<file path="src/rtl/video_pkg.sv">
// Shared video constants: fvht bit positions, blanking codes and the colour-bar table.
// Consumers of the timing/video stream import this to decode fvht and recognise blanking.
package video_pkg;

  localparam int FVHT_T = 0;
  localparam int FVHT_H = 1;
  localparam int FVHT_V = 2;
  localparam int FVHT_F = 3;

  localparam logic [3:0] FVHT_RESET = 4'b0110;

  localparam logic [9:0] BLANK_Y = 10'h040;
  localparam logic [9:0] BLANK_C = 10'h200;

  typedef enum logic {
    PAT_BARS = 1'b0,
    PAT_FLAT = 1'b1
  } pat_e;

  typedef struct packed {
    logic [9:0] y;
    logic [9:0] cb;
    logic [9:0] cr;
  } ycbcr_t;

  localparam int NUM_BARS = 8;

  // 75% bars, 10-bit: white, yellow, cyan, green, magenta, red, blue, black
  localparam ycbcr_t BAR_TABLE [NUM_BARS] = '{
    '{y: 10'h2D0, cb: 10'h200, cr: 10'h200},
    '{y: 10'h2A2, cb: 10'h0B0, cr: 10'h21F},
    '{y: 10'h245, cb: 10'h24D, cr: 10'h0B0},
    '{y: 10'h216, cb: 10'h0FD, cr: 10'h0CF},
    '{y: 10'h0FB, cb: 10'h303, cr: 10'h331},
    '{y: 10'h0CC, cb: 10'h1B3, cr: 10'h350},
    '{y: 10'h06F, cb: 10'h350, cr: 10'h1E1},
    '{y: 10'h040, cb: 10'h200, cr: 10'h200}
  };

  // 4:2:2 multiplex: even samples carry Cb, odd samples carry Cr
  function automatic logic [19:0] sample_422(input ycbcr_t c, input logic odd);
    return {c.y, (odd ? c.cr : c.cb)};
  endfunction

endpackage

</file>
<file path="src/rtl/video_timing_cnt.sv">
// Raster counters and registered F/V/H/T decode, plus the completed-frame counter.
// Exposes the current counter state so the pixel datapath can stay aligned with fvht.
module video_timing_cnt
  import video_pkg::*;
#(
  parameter int H_ACTIVE = 1920,
  parameter int H_TOTAL  = 2200,
  parameter int V_ACTIVE = 1080,
  parameter int V_TOTAL  = 1125,
  localparam int HC_W = $clog2(H_TOTAL),
  localparam int VC_W = $clog2(V_TOTAL)
) (
  input  logic            clk_i,
  input  logic            rst_i,
  input  logic            cen_i,
  output logic [HC_W-1:0] hc_o,
  output logic            sof_o,
  output logic            blank_o,
  output logic [3:0]      fvht_o,
  output logic [15:0]     frame_cnt_o
);

  localparam logic [HC_W-1:0] H_ACT_C  = HC_W'(H_ACTIVE);
  localparam logic [HC_W-1:0] H_LAST_C = HC_W'(H_TOTAL - 1);
  localparam logic [VC_W-1:0] V_ACT_C  = VC_W'(V_ACTIVE);
  localparam logic [VC_W-1:0] V_LAST_C = VC_W'(V_TOTAL - 1);

  logic [HC_W-1:0] r_hc;
  logic [VC_W-1:0] r_vc;
  logic [3:0]      r_fvht_p1;
  logic [15:0]     r_frame_cnt;

  logic w_h_end;
  logic w_v_end;
  logic w_sof;
  logic w_h_blank;
  logic w_v_blank;

  assign w_h_end   = (r_hc == H_LAST_C);
  assign w_v_end   = (r_vc == V_LAST_C);
  assign w_sof     = (r_hc == '0) && (r_vc == '0);
  assign w_h_blank = (r_hc >= H_ACT_C);
  assign w_v_blank = (r_vc >= V_ACT_C);

  always_ff @(posedge clk_i) begin
    if (rst_i) begin
      r_hc        <= '0;
      r_vc        <= '0;
      r_fvht_p1   <= FVHT_RESET;
      r_frame_cnt <= '0;
    end else if (cen_i) begin
      r_hc <= w_h_end ? '0 : r_hc + HC_W'(1);
      if (w_h_end) begin
        r_vc <= w_v_end ? '0 : r_vc + VC_W'(1);
      end
      if (w_h_end && w_v_end) begin
        r_frame_cnt <= r_frame_cnt + 16'd1;
      end
      // stage p0 -> p1: decode of the sample held this cycle; F is its own state bit
      r_fvht_p1[FVHT_F] <= r_fvht_p1[FVHT_F] ^ w_sof;
      r_fvht_p1[FVHT_V] <= w_v_blank;
      r_fvht_p1[FVHT_H] <= w_h_blank;
      r_fvht_p1[FVHT_T] <= w_sof;
    end
  end

  assign hc_o        = r_hc;
  assign sof_o       = w_sof;
  assign blank_o     = w_h_blank | w_v_blank;
  assign fvht_o      = r_fvht_p1;
  assign frame_cnt_o = r_frame_cnt;

endmodule

</file>
<file path="src/rtl/video_timing_gen.sv">
// Test-pattern video source: raster timing from video_timing_cnt plus a colour-bar /
// flat-colour 4:2:2 datapath whose pattern settings are sampled once per frame.
module video_timing_gen
  import video_pkg::*;
#(
  parameter int H_ACTIVE = 1920,
  parameter int H_TOTAL  = 2200,
  parameter int V_ACTIVE = 1080,
  parameter int V_TOTAL  = 1125
) (
  input  logic        clk_i,
  input  logic        rst_i,
  input  logic        cen_i,
  input  logic        pat_sel_i,
  input  logic [29:0] colour_i,
  output logic [3:0]  fvht_o,
  output logic [19:0] video_o,
  output logic [15:0] frame_cnt_o
);

  localparam int HC_W  = $clog2(H_TOTAL);
  localparam int BAR_W = H_ACTIVE / NUM_BARS;

  logic [HC_W-1:0] w_hc;
  logic            w_sof;
  logic            w_blank;

  video_timing_cnt #(
    .H_ACTIVE (H_ACTIVE),
    .H_TOTAL  (H_TOTAL),
    .V_ACTIVE (V_ACTIVE),
    .V_TOTAL  (V_TOTAL)
  ) u_cnt (
    .clk_i       (clk_i),
    .rst_i       (rst_i),
    .cen_i       (cen_i),
    .hc_o        (w_hc),
    .sof_o       (w_sof),
    .blank_o     (w_blank),
    .fvht_o      (fvht_o),
    .frame_cnt_o (frame_cnt_o)
  );

  // Threshold count instead of a divider; anything past bar 7 stays black.
  function automatic logic [2:0] bar_index(input logic [HC_W-1:0] hc);
    logic [2:0] idx;
    idx = '0;
    for (int k = 1; k < NUM_BARS; k++) begin
      if (int'(hc) >= k * BAR_W) idx = 3'(k);
    end
    return idx;
  endfunction

  pat_e   r_pat;
  ycbcr_t r_colour;
  logic [19:0] r_video_p1;

  pat_e   w_pat;
  ycbcr_t w_colour;
  ycbcr_t w_pix;
  logic [19:0] w_video;

  // The frame-start sample takes the inputs directly so a whole frame shares one setting.
  assign w_pat    = w_sof ? pat_e'(pat_sel_i) : r_pat;
  assign w_colour = w_sof ? ycbcr_t'(colour_i) : r_colour;

  always_comb begin
    w_pix   = BAR_TABLE[bar_index(w_hc)];
    w_video = {BLANK_Y, BLANK_C};
    if (w_pat == PAT_FLAT) w_pix = w_colour;
    if (!w_blank) w_video = sample_422(w_pix, w_hc[0]);
  end

  always_ff @(posedge clk_i) begin
    if (rst_i) begin
      r_pat      <= PAT_BARS;
      r_colour   <= '0;
      r_video_p1 <= {BLANK_Y, BLANK_C};
    end else if (cen_i) begin
      // stage p0 -> p1: pixel for the sample held this cycle
      r_video_p1 <= w_video;
      if (w_sof) begin
        r_pat    <= w_pat;
        r_colour <= w_colour;
      end
    end
  end

  assign video_o = r_video_p1;

endmodule

</file>
<file path="config.mk">
export PLATFORM = sky130hd
export DESIGN_NAME = video_timing_gen
export DESIGN_NICKNAME = d
export VERILOG_FILES = /design/src/rtl/video_pkg.sv /design/src/rtl/video_timing_cnt.sv /design/src/rtl/video_timing_gen.sv
export SDC_FILE = /design/constraint.sdc
export NUM_CORES = 1
export LEC_CHECK = 0
export ABC_AREA = 1
export CORE_MARGIN = 5
export CORE_UTILIZATION = 55
export DETAILED_ROUTE_END_ITERATION = 12
export HOLD_SLACK_MARGIN = 0.12
export PLACE_DENSITY = 0.8
export SKIP_CTS_REPAIR_TIMING = 1
export SLEW_MARGIN = 10
export SYNTH_ARGS = -nofsm -noshare
export SYNTH_HDL_FRONTEND = slang
export SYNTH_SLANG_ARGS = --single-unit
</file>
<file path="constraint.sdc">
create_clock -name clk_i -period 5.8 [get_ports clk_i]
set_input_delay 1.16 -clock clk_i [delete_from_list [all_inputs] [get_ports clk_i]]
set_output_delay 1.16 -clock clk_i [all_outputs]
set_load 0.05 [all_outputs]
</file>
Word-level counts from Yosys, hierarchy flattened
Memories as Yosys holds them, arrays and structs flattened.
Cells that the tools add are included.
Widths: inputs -> output; s select.
{"block": "totals", "regBits": 94, "rom_bits": 240, "out_inout_bits": 40, "word_cells": 51, "memories": 1}
{"block": "op_classes", "addsub": 3, "n_lt_le_gt_ge": 10, "n_eq_ne": 2, "n_mux": 16, "bitwise_logic": 3, "reduce_logical": 7}
{"name": "(name not given)", "words": 8, "word_bits": 30, "read_ports": 1, "rd_ports_with_merged_regs": 0, "write_ports": 0, "line": "video_timing_gen.sv:68", "source": "w_pix = BAR_TABLE[bar_index(w_hc)];"}
{"operator": "$mux 30", "n": 4}
{"operator": "$ge 12x11->1 const B", "n": 4}
{"operator": "$ge 12x10->1 const B", "n": 2}
{"operator": "$mux 20", "n": 1}
{"operator": "$add 16x1->16 const B", "n": 1}
{"operator": "$mux 3", "n": 5}
{"operator": "$add 12x1->12 const B", "n": 1}
{"operator": "$eq 12x12->1 const B", "n": 1}
{"operator": "$ge 12x8->1 const B", "n": 1}
{"operator": "$ge 12x9->1 const B", "n": 1}
{"operator": "$logic_not 12->1", "n": 1}
{"operator": "$mux 12", "n": 1}
{"operator": "$add 11x1->11 const B", "n": 1}
{"operator": "$eq 11x11->1 const B", "n": 1}
{"operator": "$ge 11x11->1 const B", "n": 1}
{"operator": "$logic_not 11->1", "n": 1}
{"operator": "$mux 11", "n": 1}
{"operator": "$mux 10", "n": 1}
{"operator": "$reduce_and 2->1", "n": 3}
{"operator": "$ge 4x4->1 const B", "n": 1}
{"operator": "$not 3->4", "n": 1}
{"operator": "$logic_and 1x1->1", "n": 2}
{"operator": "$mux 1", "n": 2}
{"operator": "$mux 2", "n": 1}
{"operator": "other kinds (2)", "n": 2}

Logic depth before layout (Yosys ltp)
Gate-level depths: netlist of run 1.
{"block": "depth", "depth_word": 15, "mapped_depth": 21, "mapped_depth_nobuf": 20}

Cells and area by module
Synthesis of run 1 repeated with hierarchy kept, for this count alone.
{"block": "unflattened", "hier_cells": 798, "area_unflattened_um2": 5220.0}
{"module": "video_timing_gen", "instances": 1, "cells_per_inst": 402, "area_per_inst_um2": 2725.1, "seq_area_each_um2": 1021.0}
{"module": "video_timing_cnt", "instances": 1, "cells_per_inst": 396, "area_per_inst_um2": 2494.9, "seq_area_each_um2": 860.8}

Worst setup path before layout of run 1
Ideal clock, no wire load.
{"block": "synth_timing", "path_kind": "reg2reg", "start": "register u_cnt.r_hc[6], in the netlist u_cnt.hc_o[6]", "end": "register r_video_p1[6], in the netlist video_o[6]", "t_arrival_ps": 2190, "slack_ps": 3500, "stages_incl_launch_ff": 16, "period_less_slack_ps": 2300, "path_cell_list": "dfxtp_1 -> buf_2 -> nand2_1 -> nor3_2 -> nor2_2 -> inv_2 -> o21ai_0 -> inv_1 -> ha_1 -> nand2_1 -> o21ai_0 -> nand2_1 -> nand3_1 -> nand3_1 -> nand2_1 -> inv_1"}
{"block": "synth_via", "elab_chain_cells": 15, "elab_cells_between_ends": 27, "cone_classes": "8 x order compare; 14 x mux; 2 x bitwise; 2 x reduce/logical; 1 x memory"}
{"item": "from (decl)", "line": "video_timing_cnt.sv:28", "source": "logic [HC_W-1:0] r_hc;"}
{"item": "from (signal assigned)", "line": "video_timing_cnt.sv:52", "source": "r_hc <= w_h_end ? '0 : r_hc + HC_W'(1);"}
{"item": "$ge 12x8->1", "line": "video_timing_gen.sv:49", "source": "if (int'(hc) >= k * BAR_W) idx = 3'(k);"}
{"item": "$mux 1", "line": "video_timing_gen.sv:49"}
{"item": "$mux 2", "line": "video_timing_gen.sv:49"}
{"item": "$mux 3 (5 in series)", "line": "video_timing_gen.sv:49"}
{"item": "$not 3->4 (implied by the code)", "line": "video_timing_gen.sv:68"}
{"item": "$mem_v2 8x30"}
{"item": "$mux 30 (implied by the code) (2 in series)", "line": "video_timing_gen.sv:68"}
{"item": "$mux 30", "line": "video_timing_gen.sv:70", "source": "if (w_pat == PAT_FLAT) w_pix = w_colour;"}
{"item": "$mux 10", "line": "video_pkg.sv:42", "source": "return {c.y, (odd ? c.cr : c.cb)};"}
{"item": "$mux 20 (*)", "line": "video_timing_gen.sv:71", "source": "if (!w_blank) w_video = sample_422(w_pix, w_hc[0]);"}
{"item": "to (signal assigned)", "line": "video_timing_gen.sv:78", "source": "r_video_p1 <= {BLANK_Y, BLANK_C};"}
{"item": "to (signal assigned)", "line": "video_timing_gen.sv:81", "source": "r_video_p1 <= w_video;"}
{"item": "to (decl)", "line": "video_timing_gen.sv:56", "source": "logic [19:0] r_video_p1;"}
Every way passes the cells marked *; elsewhere a longest branch is shown, timed or not. The select of a mux whose other input is x is not followed.
A chain may end at the register's enable or synchronous reset.

==> metrics.csv, run 1 <==
metric,value,unit
synth_ff_type,dfxtp_1,
leakagePower,2.49,nW
synth_common_cells,"nand2_1 (186), dfxtp_1 (94), inv_1 (90)",
numCtsBuffers,9,
seq_area_frac_synth,36.4,%
timing.rr.end,video_o[2],
drtIter0Drc,299,
rrSetupSlack,2760,ps
yosys.area.top_type,dfxtp_1,
die_h,107,um
nets,875,
synth.most_common_cell,nand2_1,
min_period,3270,ps
r2r_cells,13,
wl_per_cell,15.6,um
antenna_found_initial,0,
die_area,11400,sq um
clk_path_buf_depth,2,
cts_tree,yes,
rsz0062_at_grt,no,
yosys_warnings,0,
ant_nets,0,
cts-root-buf,clkbuf_8,
relSlewSlack,50.6,%
hold_ws,462,ps
worst_slew_pin_slew,735,ps
ys_ff_latch,94,
synth_cell_types,37,
stdcell_count,945,
place_congestion,0.935,
setup-tns-final,0,ps
design.core.area,9200,sq um
crit_type,input port to flip-flop,
routed_via_density,5.59,
area_delta_synth_final,18.3,%
slowest_delay,840,ps
maxCapViolations,0,
setup.worst_path.start_class,input port,
final-hold-violation-count,0,
cp.arrival,3560,ps
fillers,839,
critPathRequiredTime,6090,ps
grt_first_pass_wirelength,24200,um
crit_path_max_fanout,33,
initial_core_util,56.2,%
status,completed,
drt_wl_total,14800,um
clk_pin_slew,90,ps
final_cell_area,6120,sq um
critical-path-slowest-cell,clkdlybuf4s50_1,
clock_latency,370,ps
syn_avg_cell_area,6.71,sq um
rows,35,
dp_hpwl,11000,um
max_freq,306,MHz
io_pins,74,
grt_max_degree,46,
crit_path_end_kind,flip-flop,
setup_violations,0,
synthesis.area,5170,sq um
slew_violations,0,
yosys-top-cells-area,"dfxtp_1 (36%), nand2_1 (14%), inv_1 (6.5%)",
synth_top_area_share,36.4,%
hp-class,flip-flop to flip-flop,
drc,0,
ir_drop,0.000148,V
whs_endpoint,r_colour[8],
firstDrtPassIters,5,
synth_edf_count,0,
grt_util_all_layers,26.1,%
fin_worst_skew,11.2,ps
clock_sinks,94,
die_x,107,um
hp-start,r_colour[8],
synthArstFlopShare,0,%
timing.final.crit_share,56.3,%
syn_nets,817,
multi_input_area,2780,sq um
syn-instance-count,771,
final_util,66.5,%
worstReg2RegStart,u_cnt.hc_o[0],
crit_chain,clkdlybuf4s50_1 -> clkinv_1 -> buf_4 -> nor2_4 -> inv_2 -> o31ai_1 -> o21ai_1 -> a21oi_1,
drive_above_1_share,5.76,%
powerDensity,239,nW/um^2
io_buffer_count,73,
dp.cells,929,
diodes,0,
vias,5287,
hold_depth,2,
placed_area,5910,sq um
seq_area,1880,sq um
grt-ovfl-total,0,
grt_pass1_vias,5110,
cts-htree-levels,3,
==> worst max path at each step <==
stage	from	to	slack, ps
after floorplan	u_cnt.hc_o[6]	video_o[6]	3500
after global placement	cen_i	video_o[13]	2210
after detailed placement	cen_i	video_o[13]	2190
after CTS	cen_i	video_o[13]	2560
after global routing	cen_i	video_o[13]	2440
final	cen_i	video_o[13]	2530
==> layout by cell type, fill, tap and decap left out, types with 5 or more instances in the layout <==
cell type	instances
a31oi_1	10
nor2_1	82
inv_1	90
nor2_4	6
xor2_1	7
o21ai_0	56
nor2_2	5
nor3_1	20
ha_1	12
nor3b_1	5
inv_2	6
nor4_1	9
clkbuf_8	10
o211ai_1	8
o21ai_1	9
clkdlybuf4s50_1	72
a21oi_1	50
dfxtp_1	94
nand3_1	44
a211oi_1	11
nand2_1	186
nand4_1	12
==> per-stage QoR <==
stage / setup WS [ps] / power [mW]
2_1_floorplan: 3500 / 0.915
3_3_place_gp: 2210 / 1.00
3_5_place_dp: 2190 / 1.01
4_1_cts: 2560 / 1.46
5_1_grt: 2440 / 1.52
6_report: 2530 / 1.47
==> worst max-delay path: cells and delay by family <==
family / cells / cell delay, ps
AOI/OAI and AO/OA: 3 / 600
buffers and inverters: 4 / 1510
and+or+nand+nor: 1 / 270
==> flip-flops by register name (all words and copies together) (netlist names) <==
register / count
r_colour: 30
r_pat: 1
u_cnt.frame_cnt_o: 16
video_o: 20
u_cnt.hc_o: 12
u_cnt.r_vc: 11
u_cnt.fvht_o: 4
==> area by class of cell <==
cell class              instances  area share, %
inverters                      97           5.95
flip-flops and latches         94           30.8
well taps                     111           2.27
multi-input cells             551           45.4
repair buffers                 76           12.2
clock inverters                 5           1.08
clock buffers                  11           2.31
==> report_power, final <==
| group | switching [mW] | internal, mW | leakage (nW) |
|---|---|---|---|
| sequential | 0.0207 | 0.682 | 0.768 |
| combinational | 0.197 | 0.0975 | 1.62 |
| clock | 0.251 | 0.217 | 0.102 |
==> layer usage <==
| metal | track usage [%] | vias to the layer above | wire length (um) |
|---|---|---|---|
| met1 | 33.2 | 2438 | 6410 |
| met5 | 0 | - | 0 |
| met2 | 43.9 | 176 | 6990 |
| met4 | 10.5 | 0 | 460 |
| met3 | 4.33 | 34 | 903 |
| li1 | - | 2639 | - |
==> logic make-up (layout without fill, tap and decap cells) <==
| family | count (synthesis) | after routing | share of synthesized area (%) |
|---|---|---|---|
| DFF | 94 | 94 | 36.4 |
| buffers and inverters | 126 | 189 | 9.90 |
| AOI/OAI and AO/OA | 150 | 150 | 16.2 |
| xor gates and xnor gates | 10 | 10 | 1.69 |
| and+or+nand+nor | 379 | 379 | 32.9 |
| adders and majority gates | 12 | 12 | 2.90 |
Note: power is estimated with default switching activity, not from simulation.
==> inputs of run 2 (changes only) <==
--- a/config.mk
+++ b/config.mk
@@ -7,10 +7,10 @@
 export LEC_CHECK = 0
 export ABC_AREA = 1
 export CORE_MARGIN = 5
-export CORE_UTILIZATION = 55
+export CORE_UTILIZATION = 50
 export DETAILED_ROUTE_END_ITERATION = 12
 export HOLD_SLACK_MARGIN = 0.12
-export PLACE_DENSITY = 0.8
+export PLACE_DENSITY = 0.77
 export SKIP_CTS_REPAIR_TIMING = 1
 export SLEW_MARGIN = 10
 export SYNTH_ARGS = -nofsm -noshare
==> constraint.sdc (replaced) <==
create_clock -name clk_i -period 2.7 [get_ports clk_i]
set_input_delay 0.54 -clock clk_i [delete_from_list [all_inputs] [get_ports clk_i]]
set_output_delay 0.54 -clock clk_i [all_outputs]
set_load 0.05 [all_outputs]
==> run 2 against run 1 <==
- non-clock buffer count rose by 12
- die area up 9.0%
- sequential share of layout area fell by 0.54 points
- clock-buffer cell count decreased by 1
- wire length barely moved
==> metrics.csv, run 2 (synthesis results as in run 1) <==
metric,value,unit
status,completed,
worst_slew_pin_slew,775,ps
clk_pin_slew,100,ps
rsz0062_at_grt,no,
drtIter0Drc,469,
design.core.area,10200,sq um
slowest_delay,550,ps
ir_drop,0.000373,V
min_period,2500,ps
mostFrequentLayoutCells,"nand2_1 (186), dfxtp_1 (93), inv_1 (89)",
grt_util_all_layers,23.4,%
hp-start,r_colour[2],
critPathRequiredTime,3010,ps
die_area,12500,sq um
firstDrtPassIters,5,
hold_depth,2,
crit_path_max_fanout,9,
antenna_found_initial,0,
setup_slack,203,ps
drc,0,
cts_tree,yes,
vias,5331,
finalPower,3.05,mW
maxCapViolations,0,
die_x,112,um
timing.final.crit_share,92.5,%
clock_latency,370,ps
area_delta_synth_final,20.5,%
crit_type,flip-flop to flip-flop,
timing.rr.end,video_o[13],
crit_chain,inv_1 -> nor3_2 -> nor2_2 -> inv_2 -> o21ai_0 -> buf_4 -> ha_1 -> o31ai_1 -> buf_4 -> o21ai_1 -> a21oi_1,
nets,887,
place_ws,221,ps
setup.worst_path.start_class,flip-flop,
routed_via_density,5.43,
io_pins,74,
die_h,112,um
setup_violations,0,
grt_pass1_vias,5016,
timing.critical_path.mode_cell,buf_4,
whs_endpoint,r_colour[2],
crit_path_end_kind,flip-flop,
wl_per_cell,15.0,um
io_buffer_count,73,
critical-path-slowest-cell,dfxtp_1,
diodes,0,
worstReg2RegStart,u_cnt.hc_o[8],
clock_sinks,94,
final-hold-violation-count,0,
max_freq,400,MHz
place_congestion,0.934,
fin_worst_skew,11.5,ps
rrSetupSlack,200,ps
drt_wl_total,14800,um
cp.arrival,2800,ps
cts-htree-levels,3,
rows,37,
largest_register,r_colour,
slew_violations,0,
numCtsBuffers,9,
leakagePower,2.53,nW
initial_core_util,50.8,%
grt_max_degree,36,
final_common_cell,nand2_1,
setup-tns-final,0,ps
powerDensity,489,nW/um^2
grt_first_pass_wirelength,24300,um
grt-ovfl-total,0,
hp-class,flip-flop to flip-flop,
r2r_cells,11,
cts-root-buf,clkbuf_8,
clk_path_buf_depth,2,
dp_hpwl,11300,um
drive_above_1_share,7.33,%
ant_nets,0,
relSlewSlack,47.9,%
largest_register_ffs,30,
-- run 2: cell types whose count changed in the layout (fill, tap and decap cells not counted) --
cell | before | now
inv_8 | 1 | 0
clkbuf_8 | 10 | 9
dfxtp_1 | 94 | 93
buf_4 | 3 | 13
buf_12 | 0 | 2
clkinv_4 | 1 | 0
inv_2 | 6 | 7
bufinv_16 | 1 | 0
clkinvlp_4 | 1 | 5
inv_1 | 90 | 89
dfxtp_2 | 0 | 1
-- run 2: cell type report --
| type | count | area, sq um |
|---|---|---|
| inverter | 97 | 364 |
| sequential | 94 | 1880 |
| clock inverter | 6 | 46.3 |
| fill | 965 | 3950 |
| multi-input combinational | 551 | 2780 |
| clock buffer | 10 | 128 |
| timing repair buffer | 88 | 863 |
| tap | 136 | 170 |
-- run 2: worst max-delay path by stage --
| stage | from | end | cells after the start |
|---|---|---|---|
| 3_5_place_dp | u_cnt.hc_o[8] | video_o[13] | 11 |
| 2_1_floorplan | u_cnt.hc_o[6] | video_o[6] | 15 |
| 4_1_cts | u_cnt.hc_o[8] | video_o[13] | 11 |
| 3_3_place_gp | u_cnt.hc_o[8] | video_o[13] | 11 |
| 5_1_grt | u_cnt.hc_o[11] | video_o[6] | 17 |
| 6_report | u_cnt.hc_o[8] | video_o[13] | 11 |
-- run 2: power breakdown --
part,switching (mW),internal [mW]
combinational,0.430,0.237
clock,0.538,0.338
sequential,0.0412,1.46
total,1.01,2.04
-- run 2: worst max-delay path: cells and delay by family, from the launching register on --
family / cells / cell delay, ps
simple gates: 2 / 410
flops: 1 / 550
fa+ha+maj: 1 / 210
buf+inv: 4 / 640
compound gates: 4 / 640
-- run 2: routing by layer --
metal	vias up	global-route usage, %	routed length [um]
met2	180	38.8	6940
met3	28	2.93	820
li1	2665	-	-
met5	-	0	0
met4	0	8.27	331
met1	2458	31.4	6680
-- run 2: through the flow --
step | util [%] | area, sq um | cells | hold slack, ps
after floorplan | - | 5170 | 771 | 424
after global placement | 59.5 | 6060 | 966 | 434
after detailed placement | 59.5 | 6060 | 966 | 442
after CTS | 61.2 | 6230 | 982 | 456
after global routing | 61.2 | 6230 | 982 | 483
final | 61.2 | 6230 | 982 | 455
